==> config.mk <==
export PLATFORM = sky130hd
export DESIGN_NAME = fixed_point_issue_controller
export DESIGN_NICKNAME = d
export VERILOG_FILES = /design/src/rtl/fixed_point_issue_controller_pkg.sv /design/src/rtl/fixed_point_issue_controller_fpu_timeout_counter.sv /design/src/rtl/fixed_point_issue_controller.sv
export SDC_FILE = /design/constraint.sdc
export NUM_CORES = 1
export LEC_CHECK = 0
export CORE_UTILIZATION = 39
export CTS_CLUSTER_SIZE = 14
export DETAILED_ROUTE_END_ITERATION = 10
export PLACE_DENSITY = 0.8
export RECOVER_POWER = 25
export SETUP_SLACK_MARGIN = 0.4
export SLEW_MARGIN = 20
export SYNTH_ARGS = -nofsm -noshare
export SYNTH_HDL_FRONTEND = slang
export SYNTH_HIERARCHICAL = 1
export SYNTH_SLANG_ARGS = --single-unit
==> constraint.sdc <==
create_clock -name clk -period 1.63 [get_ports clk]
set_input_delay 0.489 -clock clk [delete_from_list [all_inputs] [get_ports clk]]
set_output_delay 0.489 -clock clk [all_outputs]
set_load 0.03 [all_outputs]
==> src/rtl/fixed_point_issue_controller_pkg.sv <==
// Shared encodings for the fixed-point issue controller: FPU op codes and FSM states.
package fixed_point_issue_controller_pkg;

   localparam int unsigned FPU_OP_W = 2;

   localparam logic [FPU_OP_W-1:0] FPU_ADD  = 2'b00;
   localparam logic [FPU_OP_W-1:0] FPU_SUB  = 2'b01;
   localparam logic [FPU_OP_W-1:0] FPU_MUL  = 2'b10;
   localparam logic [FPU_OP_W-1:0] FPU_SQRT = 2'b11;

   // Neutral op driven between requests so the FPU's MUL/SQRT stage counters restart.
   localparam logic [FPU_OP_W-1:0] FPU_IDLE_OP = FPU_ADD;

   typedef enum logic [1:0] {
      ST_IDLE = 2'd0,
      ST_EXEC = 2'd1,
      ST_RESP = 2'd2
   } issue_state_e;

endpackage

==> src/rtl/fixed_point_issue_controller_fpu_timeout_counter.sv <==
// EXEC-phase watchdog: counts enabled cycles and flags when LIMIT cycles have elapsed.
module fixed_point_issue_controller_fpu_timeout_counter #(
   parameter int unsigned LIMIT = 64
) (
   input  logic clk,
   input  logic reset,
   input  logic clear_i,
   input  logic enable_i,
   output logic expired_c_o
);

   localparam int unsigned CW = (LIMIT < 2) ? 1 : $clog2(LIMIT);

   logic [CW-1:0] count_q;
   logic [CW-1:0] count_d;

   // Expiry is reported during the LIMIT-th enabled cycle so the FSM leaves on that edge.
   assign expired_c_o = enable_i && (count_q == CW'(LIMIT - 1));

   always_comb begin
      count_d = count_q;
      if (clear_i) begin
         count_d = '0;
      end else if (enable_i && !expired_c_o) begin
         count_d = count_q + CW'(1);
      end
   end

   always_ff @(posedge clk) begin
      if (reset) begin
         count_q <= '0;
      end else begin
         count_q <= count_d;
      end
   end

endmodule

==> src/rtl/fixed_point_issue_controller.sv <==
// Issue sequencer in front of the Fixed_Point_Unit: holds one op stable, captures its result, hands it to writeback.
// Optional watchdog enabled by defining FPU_TIMEOUT_EN.
module fixed_point_issue_controller
   import fixed_point_issue_controller_pkg::*;
#(
   parameter int unsigned WIDTH          = 32,
   parameter int unsigned TAG_WIDTH      = 5,
   parameter int unsigned TIMEOUT_CYCLES = 64
) (
   input  logic                 clk,
   input  logic                 reset,
   input  logic                 in_valid,
   output logic                 in_ready,
   input  logic [1:0]           in_operation,
   input  logic [WIDTH-1:0]     in_operand_1,
   input  logic [WIDTH-1:0]     in_operand_2,
   input  logic [TAG_WIDTH-1:0] in_tag,
   output logic [1:0]           fpu_operation,
   output logic [WIDTH-1:0]     fpu_operand_1,
   output logic [WIDTH-1:0]     fpu_operand_2,
   input  logic [WIDTH-1:0]     fpu_result,
   input  logic                 fpu_ready,
   output logic                 out_valid,
   input  logic                 out_ready,
   output logic [WIDTH-1:0]     out_result,
   output logic [TAG_WIDTH-1:0] out_tag,
   output logic                 out_error
);

   issue_state_e         state_q, state_d;
   logic                 in_ready_q, in_ready_d;
   logic [1:0]           fpu_op_q, fpu_op_d;
   logic [WIDTH-1:0]     opnd1_q, opnd1_d;
   logic [WIDTH-1:0]     opnd2_q, opnd2_d;
   logic [TAG_WIDTH-1:0] tag_q, tag_d;
   logic                 out_valid_q, out_valid_d;
   logic [WIDTH-1:0]     out_result_q, out_result_d;
   logic [TAG_WIDTH-1:0] out_tag_q, out_tag_d;
   logic                 out_error_q, out_error_d;
   logic                 timeout_c;

`ifdef FPU_TIMEOUT_EN
   fixed_point_issue_controller_fpu_timeout_counter #(
      .LIMIT (TIMEOUT_CYCLES)
   ) u_timeout (
      .clk         (clk),
      .reset       (reset),
      .clear_i     (state_q != ST_EXEC),
      .enable_i    (state_q == ST_EXEC),
      .expired_c_o (timeout_c)
   );
`else
   logic unused_timeout_cfg;
   assign unused_timeout_cfg = (TIMEOUT_CYCLES == 0);
   assign timeout_c          = 1'b0;
`endif

   always_comb begin
      state_d      = state_q;
      in_ready_d   = in_ready_q;
      fpu_op_d     = fpu_op_q;
      opnd1_d      = opnd1_q;
      opnd2_d      = opnd2_q;
      tag_d        = tag_q;
      out_valid_d  = out_valid_q;
      out_result_d = out_result_q;
      out_tag_d    = out_tag_q;
      out_error_d  = out_error_q;

      unique case (state_q)
         ST_IDLE: begin
            if (in_valid) begin
               state_d    = ST_EXEC;
               in_ready_d = 1'b0;
               fpu_op_d   = in_operation;
               opnd1_d    = in_operand_1;
               opnd2_d    = in_operand_2;
               tag_d      = in_tag;
            end
         end
         ST_EXEC: begin
            // A real ready wins over a watchdog expiry in the same cycle.
            if (fpu_ready) begin
               state_d      = ST_RESP;
               fpu_op_d     = FPU_IDLE_OP;
               out_valid_d  = 1'b1;
               out_result_d = fpu_result;
               out_tag_d    = tag_q;
               out_error_d  = 1'b0;
            end else if (timeout_c) begin
               state_d      = ST_RESP;
               fpu_op_d     = FPU_IDLE_OP;
               out_valid_d  = 1'b1;
               out_result_d = '0;
               out_tag_d    = tag_q;
               out_error_d  = 1'b1;
            end
         end
         ST_RESP: begin
            if (out_ready) begin
               state_d     = ST_IDLE;
               in_ready_d  = 1'b1;
               out_valid_d = 1'b0;
               out_error_d = 1'b0;
            end
         end
         default: begin
            state_d     = ST_IDLE;
            in_ready_d  = 1'b1;
            fpu_op_d    = FPU_IDLE_OP;
            out_valid_d = 1'b0;
            out_error_d = 1'b0;
         end
      endcase
   end

   always_ff @(posedge clk) begin
      if (reset) begin
         state_q      <= ST_IDLE;
         in_ready_q   <= 1'b1;
         fpu_op_q     <= FPU_IDLE_OP;
         opnd1_q      <= '0;
         opnd2_q      <= '0;
         tag_q        <= '0;
         out_valid_q  <= 1'b0;
         out_result_q <= '0;
         out_tag_q    <= '0;
         out_error_q  <= 1'b0;
      end else begin
         state_q      <= state_d;
         in_ready_q   <= in_ready_d;
         fpu_op_q     <= fpu_op_d;
         opnd1_q      <= opnd1_d;
         opnd2_q      <= opnd2_d;
         tag_q        <= tag_d;
         out_valid_q  <= out_valid_d;
         out_result_q <= out_result_d;
         out_tag_q    <= out_tag_d;
         out_error_q  <= out_error_d;
      end
   end

   assign in_ready      = in_ready_q;
   assign fpu_operation = fpu_op_q;
   assign fpu_operand_1 = opnd1_q;
   assign fpu_operand_2 = opnd2_q;
   assign out_valid     = out_valid_q;
   assign out_result    = out_result_q;
   assign out_tag       = out_tag_q;
   assign out_error     = out_error_q;

endmodule

==> impl_metrics.env <==
export IMPL_status="finished, final reports clean"
export IMPL_track_usage_pct=23.3
export IMPL_r2r_start="state_q[0]"
export IMPL_cp_arrival_ns=1.78
export IMPL_num_rows=36
export IMPL_dp_cells=819
export IMPL_synthMuxAreaShare_pct=0.254
export IMPL_wl_per_cell_um=16.6
export IMPL_vias_per_cell=4.93
export IMPL_ant_nets=0
export IMPL_cts_buffers=9
export IMPL_whs_ns=0.459
export IMPL_grt_first_pass_wirelength_um=19000
export IMPL_start_util_pct=40.3
export IMPL_hpwl_um=8100
export IMPL_yosysWarnings=6
export IMPL_cts_root_buf="clkbuf_8"
export IMPL_drt_pass1_iter_count=4
export IMPL_nets=868
export IMPL_r2r_end="out_result[13]"
export IMPL_path_clk_slew_ns=0.11
export IMPL_drive_above_1_share_pct=45.6
export IMPL_h_tree_depth=3
export IMPL_die_area_mm2=0.0105
export IMPL_syn_area_mm2=0.00394
export IMPL_max_freq_mhz=674
export IMPL_fp_dieH_um=103
export IMPL_synth_area_per_cell_um2=7.96
export IMPL_cp_max_fo=10
export IMPL_critPathCaptureType="flip-flop"
export IMPL_ir_drop_mv=0.425
export IMPL_num_io_pins=214
export IMPL_grt_max_degree=47
export IMPL_holdPathEnd="out_tag[3]"
export IMPL_finalHoldViolCount=0
export IMPL_critical_path_class="reg2reg"
export IMPL_p_leak_nw=3.11
export IMPL_reg2reg_slack_ns=0.15
export IMPL_synthAdderAreaFrac_pct=0
export IMPL_die_x_um=103
export IMPL_register_area_mm2=0.00238
export IMPL_ys_ff_latch=112
export IMPL_synth_distinct_cells=23
export IMPL_grt_pass1_vias=4101
export IMPL_hold_depth=2
export IMPL_fillers=617
export IMPL_finClkSkew_ns=0.0170
export IMPL_pre_cts_ws_ns=-0.368
export IMPL_slew_violations=0
export IMPL_layout_worst_path_cycle_share_pct=91.0
export IMPL_postSynth_asyncResetShare_pct=0
export IMPL_yosysSeqAreaShare_pct=56.9
export IMPL_synthFlopType="dfxtp_1"
export IMPL_p_per_area_mw_per_mm2=826
export IMPL_synth_xor_area_share_pct=0
export IMPL_hp_start="tag_q[3]"
export IMPL_r2r_cells=6
export IMPL_cts_tree="done"
export IMPL_cts_sinks=112
export IMPL_synth_top_family_by_area="simple AND/OR/NAND/NOR gates"
export IMPL_place_area_mm2=0.00627
export IMPL_drtIter0Drc=133
export IMPL_required_ns=1.93
export IMPL_final_cells=899
export IMPL_synth_edf_count=0
export IMPL_routed_wl_um=14900
export IMPL_startpoint_type="flip-flop"
export IMPL_syn_inst=495
export IMPL_rsz0062_at_grt="yes"
export IMPL_grt_ovfl_total=0
export IMPL_fin_ws_ns=0.147
export IMPL_gp_congestion=0.737
export IMPL_finalCriticalPeriod_ns=1.48
export IMPL_portBuffers=212
export IMPL_antenna_found_initial=1
export IMPL_setup_tns_ns=0
export IMPL_finalSetupViolations=0
export IMPL_synth_compound_area_share_pct=14.7
export IMPL_core_area_mm2=0.00977
export IMPL_drc=0
export IMPL_clk_latency_ns=0.37
export IMPL_multi_input_area_mm2=0.00165
export IMPL_vias=4433
export IMPL_syn_nets=603
export IMPL_fin_area_mm2=0.00765
export IMPL_syn_to_final_growth_pct=93.9
export IMPL_cts_buffer_depth=2
export IMPL_hold_class="reg2reg"
export IMPL_cap_violations=0
export IMPL_synth_simple_area_share_pct=23.2
-- cells in the mapped netlist (all sizes together), types with 2 or more instances --
cell | number | area share, %
nor2 | 5 | 0.48
dfxtp | 112 | 57
buf | 23 | 3.4
clkbuf | 14 | 1.3
nand2 | 212 | 20
nand3b | 3 | 0.67
a21oi | 111 | 14
a31oi | 2 | 0.32
nor4bb | 2 | 0.51
-- worst max-delay path by stage --
stage,startpoint,endpoint,slack (ns),depth (start not counted)
global route,state_q[0],out_result[13],0.08,6
global placement,in_valid,fpu_operand_1[24],-0.32,5
finish,state_q[0],out_result[13],0.15,6
CTS,in_ready,in_ready,0.26,1
floorplan,in_valid,fpu_operand_1[10],0.19,6
detailed placement,in_valid,fpu_operand_1[22],-0.37,6
-- logic make-up (layout without fill, tap and decap cells) --
| logic type | Yosys count | after routing |
|---|---|---|
| AO/OA/AOI/OAI | 115 | 115 |
| buffers and inverters | 38 | 308 |
| flip-flops | 112 | 112 |
| multiplexers | 1 | 1 |
| other | 1 | 2 |
| AND/OR/NAND/NOR | 228 | 228 |
-- sequential cells by signal (all words and copies together), names as in the netlist --
signal / flops
out_result: 32
fpu_operand_1: 32
out_tag: 5
fpu_operation: 2
tag_q: 5
in_ready: 1
out_valid: 1
state_q: 2
fpu_operand_2: 32
-- power by group --
group          internal, mW  leakage [nW]  switching, mW
Clock                 0.622        0.0952          0.986
Sequential             2.91         0.960          0.112
Combinational         0.889          2.06          0.793
-- worst max-delay path: stages, from the launching register on --
cell      delay [ns]
dfxtp_1         0.38
buf_8           0.15
and3b_1         0.28
buf_6           0.16
clkbuf_2        0.22
nand2_1         0.09
a21oi_1         0.14
-- placed cells by master (no fill, tap or decap), drive strengths merged, types with 2 or more instances in the layout --
cell | synthesis | final
buf | 23 | 178
dfxtp | 112 | 112
clkdlybuf4s50 | 0 | 103
inv | 1 | 4
clkbuf | 14 | 17
nor2 | 5 | 5
nor4bb | 2 | 2
dlygate4sd2 | 0 | 2
nand2 | 212 | 212
clkinv | 0 | 2
a31oi | 2 | 2
nand3b | 3 | 3
a21oi | 111 | 111
-- timing repair --
| action | in CTS | in global routing |
|---|---|---|
| cloned | 5 | 9 |
| setup buffers | 28 | 21 |
| hold buffers | 0 | 0 |
| pin swaps | 1 | 23 |
| gates resized for setup | 840 | 66 |
| hold endpoints to repair | 0 | 0 |
| setup endpoints to repair | 214 | 213 |
-- metrics by stage --
stage	total power, mW	utilization (%)
after floorplan	3.65	-
after global placement	4.28	64.1
after detailed placement	4.31	64.1
after CTS	6.14	73.1
after global routing	6.59	78.2
final	6.32	78.2
-- routing by layer --
layer / up-vias / share of wire (%) / track usage [%]
li1: 2128 / - / -
met1: 2088 / 37 / 26.6
met2: 188 / 53 / 41.8
met3: 27 / 7.7 / 5.36
met4: 2 / 2.2 / 9.45
met5: - / 0.087 / 0
-- area by class of cell --
class | count | area share (%)
sequential | 112 | 31.1
clock inverter | 6 | 0.655
inverter | 1 | 0.0491
clock buffer | 10 | 1.80
antenna | 1 | 0.0327
multi-input combinational | 345 | 21.6
tap | 133 | 2.18
timing repair buffer | 291 | 42.6
No activity file was read; power rests on OpenSTA's default activity.
